--- src/rtl/wb_ctrl.sv ---
// Writeback sequencer (IDLE -> RUN -> FLUSH -> DONE) plus BRAM32k port arbiter giving writeback priority over loader reads.
// Optional WB_CTRL_PERF_EN adds rd_stall_cnt, a saturating count of cycles a loader read was blocked by a write.
`ifndef Layer1
`define Layer1 4'd1
`endif

module wb_ctrl #(
    parameter int ADDR_W    = 12,
    parameter int FLUSH_CYC = 3,
    parameter int TIMEOUT   = 1024
) (
    input  logic              clk,
    input  logic              rst,
    input  logic              start,
    input  logic [3:0]        Layer,
    input  logic [ADDR_W-1:0] num_words,
    input  logic              wr_req,
    input  logic [ADDR_W-1:0] wr_addr_1,
    input  logic [ADDR_W-1:0] wr_addr_2,
    input  logic              rd_req,
    input  logic [ADDR_W-1:0] rd_addr,
    output logic              wb_en,
    output logic              FinishWB,
    output logic              bram_we,
    output logic [ADDR_W-1:0] bram_addr_1,
    output logic [ADDR_W-1:0] bram_addr_2,
    output logic              rd_grant,
    output logic              busy,
    output logic              done,
    output logic              err,
    output logic [ADDR_W-1:0] wr_count
`ifdef WB_CTRL_PERF_EN
    ,
    output logic [15:0]       rd_stall_cnt
`endif
);

    localparam int TIMER_W = $clog2(TIMEOUT + 1);
    localparam int FLUSH_W = (FLUSH_CYC > 1) ? $clog2(FLUSH_CYC + 1) : 1;

    typedef enum logic [1:0] {
        ST_IDLE  = 2'd0,
        ST_RUN   = 2'd1,
        ST_FLUSH = 2'd2,
        ST_DONE  = 2'd3
    } state_t;

    state_t              state_reg, state_next;
    logic [ADDR_W-1:0]   count_reg, count_next;
    logic [ADDR_W-1:0]   target_reg, target_next;
    logic [TIMER_W-1:0]  timer_reg, timer_next;
    logic [FLUSH_W-1:0]  flush_reg, flush_next;
    logic                err_next;
    logic                accept_start;

    logic wb_en_reg, finish_reg, done_reg, err_reg, busy_reg;

    always_comb begin
        state_next   = state_reg;
        count_next   = count_reg;
        target_next  = target_reg;
        timer_next   = timer_reg;
        flush_next   = flush_reg;
        err_next     = 1'b0;
        accept_start = 1'b0;
        case (state_reg)
            ST_IDLE: begin
                if (start) begin
                    if (Layer == `Layer1) begin
                        accept_start = 1'b1;
                        count_next   = '0;
                        timer_next   = '0;
                        flush_next   = '0;
                        target_next  = num_words;
                        state_next   = (num_words != '0) ? ST_RUN : ST_DONE;
                    end else begin
                        err_next = 1'b1;
                    end
                end
            end
            ST_RUN: begin
                if (wr_req) begin
                    count_next = count_reg + 1'b1;
                    timer_next = '0;
                    if (count_reg + 1'b1 == target_reg) begin
                        flush_next = '0;
                        state_next = ST_FLUSH;
                    end
                end else if (timer_reg == TIMER_W'(TIMEOUT - 1)) begin
                    // Stall watchdog: abandon the layer rather than hang the pipeline.
                    err_next   = 1'b1;
                    timer_next = '0;
                    state_next = ST_IDLE;
                end else begin
                    timer_next = timer_reg + 1'b1;
                end
            end
            ST_FLUSH: begin
                // Late commits flushed by FinishWB still land in BRAM and are counted.
                if (wr_req) begin
                    count_next = count_reg + 1'b1;
                end
                if (flush_reg == FLUSH_W'(FLUSH_CYC - 1)) begin
                    state_next = ST_DONE;
                end else begin
                    flush_next = flush_reg + 1'b1;
                end
            end
            ST_DONE: begin
                state_next = ST_IDLE;
            end
            default: begin
                state_next = ST_IDLE;
            end
        endcase
    end

    always_ff @(posedge clk or negedge rst) begin
        if (!rst) begin
            state_reg  <= ST_IDLE;
            count_reg  <= '0;
            target_reg <= '0;
            timer_reg  <= '0;
            flush_reg  <= '0;
            wb_en_reg  <= 1'b0;
            finish_reg <= 1'b0;
            done_reg   <= 1'b0;
            err_reg    <= 1'b0;
            busy_reg   <= 1'b0;
        end else begin
            state_reg  <= state_next;
            count_reg  <= count_next;
            target_reg <= target_next;
            timer_reg  <= timer_next;
            flush_reg  <= flush_next;
            // wb_en drops together with the err pulse on a timeout abort.
            wb_en_reg  <= (state_reg == ST_RUN) && (state_next == ST_RUN);
            finish_reg <= (state_reg == ST_FLUSH);
            done_reg   <= (state_reg == ST_DONE);
            err_reg    <= err_next;
            busy_reg   <= (state_reg != ST_IDLE);
        end
    end

    assign wb_en    = wb_en_reg;
    assign FinishWB = finish_reg;
    assign done     = done_reg;
    assign err      = err_reg;
    assign busy     = busy_reg;
    assign wr_count = count_reg;

    always_comb begin
        bram_we     = 1'b0;
        bram_addr_1 = wr_addr_1;
        bram_addr_2 = wr_addr_2;
        rd_grant    = 1'b0;
        if (wr_req) begin
            bram_we = 1'b1;
        end else if (rd_req) begin
            bram_addr_1 = rd_addr;
            bram_addr_2 = rd_addr;
            rd_grant    = 1'b1;
        end
    end

`ifdef WB_CTRL_PERF_EN
    logic [15:0] stall_reg;

    always_ff @(posedge clk or negedge rst) begin
        if (!rst) begin
            stall_reg <= '0;
        end else if (accept_start) begin
            stall_reg <= '0;
        end else if (rd_req && !rd_grant && (stall_reg != 16'hFFFF)) begin
            stall_reg <= stall_reg + 16'd1;
        end
    end

    assign rd_stall_cnt = stall_reg;
`endif

endmodule

--- config.mk ---
export PLATFORM = sky130hd
export DESIGN_NAME = wb_ctrl
export DESIGN_NICKNAME = d
export VERILOG_FILES = /design/src/rtl/wb_ctrl.sv
export SDC_FILE = /design/constraint.sdc
export NUM_CORES = 1
export LEC_CHECK = 0
export BUFFER_PORTS_ARGS = -buffer_cell sky130_fd_sc_hd__buf_2
export CORE_MARGIN = 4
export CORE_UTILIZATION = 35
export DETAILED_ROUTE_END_ITERATION = 6
export HOLD_SLACK_MARGIN = 0.06
export PLACE_DENSITY = 0.68
export SYNTH_ARGS = -nofsm -noshare
export SYNTH_HDL_FRONTEND = slang
export SYNTH_SLANG_ARGS = --single-unit
--- constraint.sdc ---
create_clock -name clk -period 4.8 [get_ports clk]
set_input_delay 0.96 -clock clk [delete_from_list [all_inputs] [get_ports clk]]
set_output_delay 0.96 -clock clk [all_outputs]
set_load 0.01 [all_outputs]
==> flow_summary.json, run 1 <==
{
  "status": "completed",
  "cpMostUsedCell": "nand2_1",
  "coreArea_mm2": 0.00777,
  "wl_met2_mm": 3.77,
  "drt-pass1-iter-count": 4,
  "worst_slew_pin_slew_ns": 0.983,
  "detail-route-antenna-nets": 0,
  "finalSetupTns_ns": 0,
  "path_max_fanout": 25,
  "gp_congestion": 0.864,
  "p_int_uw": 886,
  "setup_violations": 0,
  "path_cells": "buf_2 -> inv_1 -> nand2_1 -> inv_1 -> nand2_1 -> nand2_1 -> buf_2",
  "wl_met1_mm": 3.12,
  "leakage_uw": 0.00179,
  "ir_drop_mv": 0.153,
  "die_w_um": 97.6,
  "grt_pass1_wl_mm": 12.0,
  "grt_util_all_layers": 0.151,
  "synth_warnings": 0,
  "r2r_start": "wr_count[0]",
  "postCtsSetupRepairBufs": 0,
  "cts_tree": "yes",
  "ios": 100,
  "maxUsedRoutingLayer": "met4",
  "grt-ovfl-total": 0,
  "cts_max_level": 2,
  "wl_mm": 7.32,
  "synth_edf_count": 0,
  "finalWorstSetupSlack_ns": 1.31,
  "critPathLaunch": "wr_req",
  "preCtsSetupSlack_ns": 1.32,
  "rows": 32,
  "clk_latency_ns": 0.30,
  "layout.cells.most_common_list": "buf_2 (99), nand2_1 (83), dfrtp_1 (44)",
  "worst_setup_path_start_kind": "primary input",
  "vias": 2594,
  "stdcell_area_mm2": 0.00347,
  "drt_iter0_drc": 115,
  "area_delta_synth_final_pct": 23.3,
  "slew_violations": 0,
  "power.density_mw_per_mm2": 433,
  "required_ns": 3.84,
  "worst_path_largest_cell_delay_ns": 0.55,
  "holdWs_ns": 0.521,
  "ys_ff_latch": 44,
  "report.final.hold_viol_count": 0,
  "placed_area_mm2": 0.00337,
  "start_util": 0.362,
  "ys_seq_area_frac": 0.392,
  "cts_hold_buf": 0,
  "async_flop_share": 1.00,
  "die_h_um": 97.6,
  "skew_ns": 0.00999,
  "syn_area_mm2": 0.00281,
  "port_buffers": 99,
  "cts_buffers": 5,
  "critPathSlowestCell": "nand2_1",
  "power.share.combinational": 0.465,
  "ff_latch_area_mm2": 0.00110,
  "path_class": "primary input to primary output",
  "swShare": 0.409,
  "clkSinkCount": 44,
  "cts_resized": 0,
  "remaining_drc_errors": 0,
  "hold_start": "timer_reg[8]",
  "drive_gt1_frac": 0.324,
  "clk_pin_slew_ns": 0.09,
  "via_per_inst": 5.04,
  "rsz0062_at_grt": "false",
  "die_area_mm2": 0.00953,
  "syn_area_per_cell_um2": 8.81,
  "syn_nets": 384,
  "seqPwrFrac": 0.373,
  "syn_inst": 319,
  "ys_types": 57,
  "hold_path_class": "flip-flop to flip-flop",
  "dr_wl_met3_um": 327,
  "cts_root_buf": "clkbuf_8",
  "period_needed_ns": 3.49,
  "grt_pass1_vias": 2538,
  "finalCritPeriodShare": 0.727,
  "maxCapViolations": 0,
  "clkPwrFrac": 0.163,
  "p_sw_uw": 614,
  "antenna_found_initial": 0,
  "final_common_cell": "buf_2",
  "synth_ff_type": "dfrtp_1",
  "n_antenna_cell": 0,
  "cts_buffer_depth": 2,
  "worstSetupEndpointType": "primary output",
  "worst_ep_arrival_time_ns": 2.53,
  "n_fill_cell": 773,
  "relSlewSlack": 0.345,
  "nNetsFinal": 477,
  "fmax_ghz": 0.286,
  "dpl.hpwl_mm": 5.64,
  "multiInputGateArea_mm2": 0.00160,
  "grt_max_degree": 45,
  "wl_per_cell_um": 14.2
}
[power by group through the flow]
stage | Sequential, uW | Clock, uW | Combinational [uW]
final | 559 | 244 | 697
after global routing | 576 | 270 | 778
after CTS | 559 | 254 | 702
after detailed placement | 567 | 0 | 696
after global placement | 561 | 0 | 678
after floorplan | 553 | 0 | 516
[area by class of cell]
class / instances / area share
Multi-Input combinational cell: 251 / 0.462
Sequential cell: 44 / 0.318
Timing Repair Buffer: 100 / 0.145
Tap cell: 102 / 0.0368
Clock buffer: 5 / 0.0199
Inverter: 10 / 0.0108
Clock inverter: 3 / 0.00722
[cell families (layout without fill, tap and decap cells)]
group	count (synthesis)	in the layout	synth area share
DFF	44	44	0.392
adders and majority gates	8	8	0.0356
xor gates and xnor gates	18	18	0.0588
AOI/OAI and AO/OA	54	54	0.140
buffers and inverters	24	118	0.0378
muxes	17	17	0.0681
and+or+nand+nor	154	154	0.268
[per-layer routing]
metal | GRT usage | vias up
li1 | - | 1302
met1 | 0.185 | 1234
met2 | 0.266 | 48
met3 | 0.0323 | 10
met4 | 0.0426 | 0
met5 | 0 | -
[synth_stat cells, drive strengths merged (2+ instances only)]
master / instances / share of area
nand2b: 4 / 0.0089
o21a: 2 / 0.0053
inv: 10 / 0.013
nor2: 13 / 0.017
a21boi: 3 / 0.0080
o21ai: 15 / 0.027
buf: 6 / 0.013
nand3b: 2 / 0.0053
and2: 8 / 0.018
a31oi: 2 / 0.0067
a21oi: 5 / 0.0089
nand4: 6 / 0.013
mux2: 14 / 0.057
nor2b: 4 / 0.0089
o31ai: 8 / 0.021
clkbuf: 8 / 0.011
a22o: 2 / 0.0062
mux2i: 3 / 0.011
o22ai: 4 / 0.0089
and3: 6 / 0.015
xnor2: 9 / 0.028
nor3b: 3 / 0.0080
a21o: 3 / 0.0080
a211oi: 2 / 0.0053
nor3: 2 / 0.0053
and4: 3 / 0.010
nand2: 85 / 0.12
dfrtp: 44 / 0.39
nand3: 9 / 0.018
nor4: 5 / 0.011
ha: 8 / 0.036
xor2: 9 / 0.031
[worst max-delay path: cells and delay by family]
kind | cells | cell delay [ns]
buffers and inverters | 4 | 0.75
AND/OR/NAND/NOR | 3 | 0.82
[stage by stage]
step                total power, uW  utilization  instances
floorplan                      1070            -        319
global placement               1240        0.434        507
detailed placement             1260        0.434        507
CTS                            1520        0.446        515
global route                   1620        0.446        515
finish                         1500        0.446        515
[worst paths after layout]
check | end | slack (ns) | cells past startpoint
setup / recovery | bram_addr_2[2] | 1.31 | 7
hold reg to reg | timer_reg[8] | 0.52 | 1
min in group asynchronous | wr_count[2] | 0.81 | 1
max in group asynchronous | flush_reg[1] | 3.37 | 1
hold / removal | timer_reg[8] | 0.52 | 1
setup reg to reg | flush_reg[1] | 2.26 | 8
No activity file was read; power rests on OpenSTA's default activity.
==> run 2, diff against run 1 <==
--- a/config.mk
+++ b/config.mk
@@ -10,7 +10,7 @@
 export CORE_UTILIZATION = 35
 export DETAILED_ROUTE_END_ITERATION = 6
 export HOLD_SLACK_MARGIN = 0.06
-export PLACE_DENSITY = 0.68
+export PLACE_DENSITY = 0.7
 export SYNTH_ARGS = -nofsm -noshare
 export SYNTH_HDL_FRONTEND = slang
 export SYNTH_SLANG_ARGS = --single-unit
==> constraint.sdc (replaced) <==
create_clock -name clk -period 2.8 [get_ports clk]
set_input_delay 0.56 -clock clk [delete_from_list [all_inputs] [get_ports clk]]
set_output_delay 0.56 -clock clk [all_outputs]
set_load 0.01 [all_outputs]
==> flow_summary.json, run 2 (same netlist as run 1, synthesis figures left out) <==
{
  "dpl.hpwl_mm": 5.88,
  "ff2ff_setup_slack_ns": 0.34,
  "worst_setup_path_start_kind": "flip-flop",
  "worst_ep_arrival_time_ns": 2.64,
  "cts_buffer_depth": 2,
  "status": "completed",
  "clkSinkCount": 44,
  "rsz0062_at_grt": "false",
  "cts_max_level": 2,
  "postCtsSetupRepairBufs": 0,
  "skew_ns": 0.0132,
  "n_antenna_cell": 0,
  "path_class": "flip-flop to flip-flop",
  "die_w_um": 97.6,
  "critPathLaunch": "wr_count[0]",
  "reg2reg_to": "flush_reg[1]",
  "worstSetupEndpointType": "flip-flop",
  "gp_congestion": 0.841,
  "detail-route-antenna-nets": 0,
  "finalSetupTns_ns": 0,
  "rr_worst_depth": 8,
  "path_max_fanout": 7,
  "antenna_found_initial": 0,
  "vias": 2615,
  "remaining_drc_errors": 0,
  "die_h_um": 97.6,
  "n_fill_cell": 767,
  "wl_mm": 7.47,
  "setup_violations": 0,
  "cts_hold_buf": 0,
  "final_core_util": 0.453,
  "via_per_inst": 5.03,
  "path_cells": "ha_1 -> and3_1 -> nand3_2 -> mux2_2 -> a31oi_2 -> o41ai_4 -> nand2_2 -> mux2_4",
  "power.density_mw_per_mm2": 765,
  "ios": 100,
  "drt_iter0_drc": 84,
  "grt-ovfl-total": 0,
  "rows": 32,
  "ir_drop_mv": 0.307,
  "cts_resized": 0,
  "grt_pass1_vias": 2516,
  "hold_path_class": "primary input to async pin",
  "r2r_start": "wr_count[0]",
  "nNetsFinal": 482,
  "die_area_mm2": 0.00953,
  "cts_tree": "yes",
  "layout.cells.most_common_list": "buf_2 (99), nand2_1 (83), dfrtp_1 (44)",
  "critPathSlowestCell": "dfrtp_1",
  "grt_pass1_wl_mm": 12.4,
  "report.final.hold_viol_count": 0,
  "finalPower_uw": 2690,
  "port_buffers": 99,
  "worst_slew_pin_slew_ns": 0.980,
  "grt_max_degree": 45,
  "leakage_uw": 0.00182,
  "fmax_ghz": 0.407,
  "required_ns": 2.99,
  "maxCapViolations": 0,
  "cts_root_buf": "clkbuf_8",
  "worst_path_largest_cell_delay_ns": 0.47,
  "drive_gt1_frac": 0.330,
  "wl_per_cell_um": 14.4,
  "clk_pin_slew_ns": 0.09,
  "slew_violations": 0,
  "start_util": 0.362,
  "finalCritPeriodShare": 0.877,
  "holdWs_ns": 0.418,
  "period_needed_ns": 2.46,
  "clk_latency_ns": 0.30,
  "area_delta_synth_final_pct": 25.2,
  "cts_buffers": 5,
  "relSlewSlack": 0.346,
  "grt_util_all_layers": 0.156,
  "final_common_cell": "buf_2",
  "coreArea_mm2": 0.00777,
  "drt-pass1-iter-count": 4
}
==> run 2: cell count changes in the layout (fill, tap and decap cells not counted), sizes merged <==
| cell | change |
|---|---|
| bufinv | +1 |
| clkinv | +1 |
| clkbuf | +1 |
| buf | +5 |
| inv | -2 |
| clkinvlp | -1 |
==> run 2: layer usage <==
| metal | up-vias | wire length, um | track usage |
|---|---|---|---|
| li1 | 1300 | - | - |
| met1 | 1246 | 3250 | 0.198 |
| met2 | 57 | 3780 | 0.271 |
| met3 | 12 | 297 | 0.0316 |
| met4 | 0 | 133 | 0.0405 |
| met5 | - | 0 | 0 |
==> run 2: worst max-delay path, delay by kind of cell, from the launching register on <==
family | cells | cell delay, ns
AOI/OAI and AO/OA | 2 | 0.56
adders and majority gates | 1 | 0.28
DFF | 1 | 0.47
muxes | 2 | 0.57
and+or+nand+nor | 3 | 0.45
==> run 2: worst max-delay path by stage <==
stage	cells after the start	end
2_1_floorplan	8	flush_reg[1]
3_3_place_gp	8	flush_reg[1]
3_5_place_dp	8	flush_reg[1]
4_1_cts	8	flush_reg[1]
5_1_grt	8	flush_reg[1]
6_report	8	flush_reg[1]
==> run 2: per-stage QoR <==
step           instances  instance area, um2  setup slack [ns]
2_1_floorplan        319                2810             0.511
3_3_place_gp         512                3410             0.444
3_5_place_dp         512                3410             0.355
4_1_cts              520                3520             0.348
5_1_grt              520                3520             0.181
6_report             520                3520             0.343
==> run 2: final cells by class <==
class	count	area [um2]	area share
clock buffer	6	72.6	0.0206
tap	102	128	0.0363
clock inverter	2	35.0	0.00996
timing repair buffer	105	541	0.154
sequential	44	1100	0.313
multi-input combinational	251	1600	0.456
inverter	10	37.5	0.0107
==> run 2: power breakdown <==
group / internal, uW / leakage (uW) / total [uW] / switching [uW]
Combinational: 571 / 0.00118 / 1240 / 672
Clock: 265 / 0.0000552 / 482 / 217
Sequential: 806 / 0.000588 / 965 / 160
==> run 3, diff against run 2 <==
==> constraint.sdc (replaced) <==
create_clock -name clk -period 2.8 [get_ports clk]
set_input_delay 0.56 -clock clk [delete_from_list [all_inputs] [get_ports clk]]
set_output_delay 0.56 -clock clk [all_outputs]
set_load 0.1 [all_outputs]
==> flow_summary.json, run 3 (same netlist as run 1, synthesis figures left out) <==
{
  "drive_gt1_frac": 0.341,
  "path_cells": "ha_1 -> and3_1 -> nand3_2 -> mux2_2 -> a31oi_2 -> o41ai_4 -> o21ai_1 -> and3_1",
  "ir_drop_mv": 0.296,
  "remaining_drc_errors": 0,
  "relSlewSlack": 0.346,
  "ff2ff_setup_slack_ns": 0.36,
  "critPathSlowestCell": "o41ai_4",
  "power.density_mw_per_mm2": 832,
  "worst_setup_path_start_kind": "flip-flop",
  "status": "completed",
  "hold_path_class": "primary input to async pin",
  "clkSinkCount": 44,
  "maxCapViolations": 0,
  "finalPower_uw": 3220,
  "cts_root_buf": "clkbuf_8",
  "rsz0062_at_grt": "false",
  "final_core_util": 0.499,
  "die_w_um": 97.6,
  "wl_per_cell_um": 15.2,
  "cts_hold_buf": 0,
  "cts_max_level": 2,
  "period_needed_ns": 2.44,
  "leakage_uw": 0.00192,
  "cpMostUsedCell": "and3_1",
  "drt-pass1-iter-count": 4,
  "cts_tree": "yes",
  "grt_pass1_vias": 2679,
  "finalCritPeriodShare": 0.870,
  "grt_pass1_wl_mm": 13.3,
  "layout.cells.most_common_list": "nand2_1 (83), buf_2 (74), dfrtp_1 (39)",
  "grt-ovfl-total": 0,
  "n_fill_cell": 731,
  "cts_buffer_depth": 2,
  "detail-route-antenna-nets": 0,
  "clk_latency_ns": 0.30,
  "required_ns": 2.97,
  "wl_mm": 7.88,
  "slew_violations": 0,
  "final_common_cell": "nand2_1",
  "postCtsSetupRepairBufs": 0,
  "grt_max_degree": 45,
  "path_class": "flip-flop to flip-flop",
  "dpl.hpwl_mm": 6.15,
  "start_util": 0.362,
  "nNetsFinal": 481,
  "via_per_inst": 5.14,
  "coreArea_mm2": 0.00777,
  "clk_pin_slew_ns": 0.09,
  "n_antenna_cell": 0,
  "crit_buf_inv": 0,
  "antenna_found_initial": 0,
  "ios": 100,
  "cts_resized": 0,
  "drt_iter0_drc": 123,
  "path_max_fanout": 7,
  "cts_buffers": 5,
  "worst_ep_arrival_time_ns": 2.61,
  "port_buffers": 99,
  "vias": 2669,
  "skew_ns": 0.0155,
  "worst_slew_pin_slew_ns": 0.982,
  "rows": 32,
  "worst_path_largest_cell_delay_ns": 0.46,
  "path_delay_family": "compound AO/OA/AOI/OAI gates",
  "grt_util_all_layers": 0.168,
  "area_delta_synth_final_pct": 38.0,
  "report.final.hold_viol_count": 0,
  "fmax_ghz": 0.410,
  "finalSetupTns_ns": 0,
  "gp_congestion": 0.859,
  "setup_violations": 0,
  "die_area_mm2": 0.00953,
  "die_h_um": 97.6,
  "worstSetupEndpointType": "flip-flop"
}
-- run 3: cell count changes in the layout (fill, tap and decap cells not counted) --
cell | before | now
bufinv_16 | 1 | 0
clkbuf_8 | 5 | 6
buf_2 | 99 | 74
clkinv_2 | 1 | 0
clkinvlp_4 | 0 | 1
dfrtp_1 | 44 | 39
buf_12 | 0 | 25
buf_4 | 6 | 5
dfrtp_2 | 0 | 5
-- run 3: cell type report --
class	instances	area (um2)	area share
clock buffer	7	86.3	0.0223
tap	102	128	0.0329
sequential	44	1110	0.286
timing repair buffer	104	908	0.234
inverter	10	37.5	0.00968
clock inverter	1	7.51	0.00194
multi-input combinational	251	1600	0.413
-- run 3: layer usage --
layer  vias up  track usage  part of all wire
li1       1303            -                 -
met1      1280        0.217              0.44
met2        69        0.281              0.50
met3        17       0.0380             0.040
met4         0       0.0501             0.024
met5         -            0                 0
-- run 3: stage by stage --
step / hold slack (ns) / setup slack, ns / area, um2 / cells
floorplan: 0.264 / 0.00979 / 2820 / 319
global placement: 0.503 / 0.485 / 3780 / 511
detailed placement: 0.500 / 0.349 / 3780 / 511
CTS: 0.462 / 0.366 / 3880 / 519
global route: 0.495 / 0.231 / 3880 / 519
finish: 0.410 / 0.363 / 3880 / 519
-- run 3: where the power goes --
group	switching (uW)	internal, uW
clock	223	201
sequential	157	808
combinational	1190	650
-- run 3: path summary, 6_finish.rpt --
path,from,to,cells past startpoint
setup / recovery,wr_count[0],wb_en,8
hold / removal,rst,wr_count[1],1
setup reg to reg,wr_count[0],wb_en,8
hold reg to reg,timer_reg[8],timer_reg[8],1
max in group asynchronous,rst,wr_count[0],1
min in group clk,num_words[4],target_reg[4],2
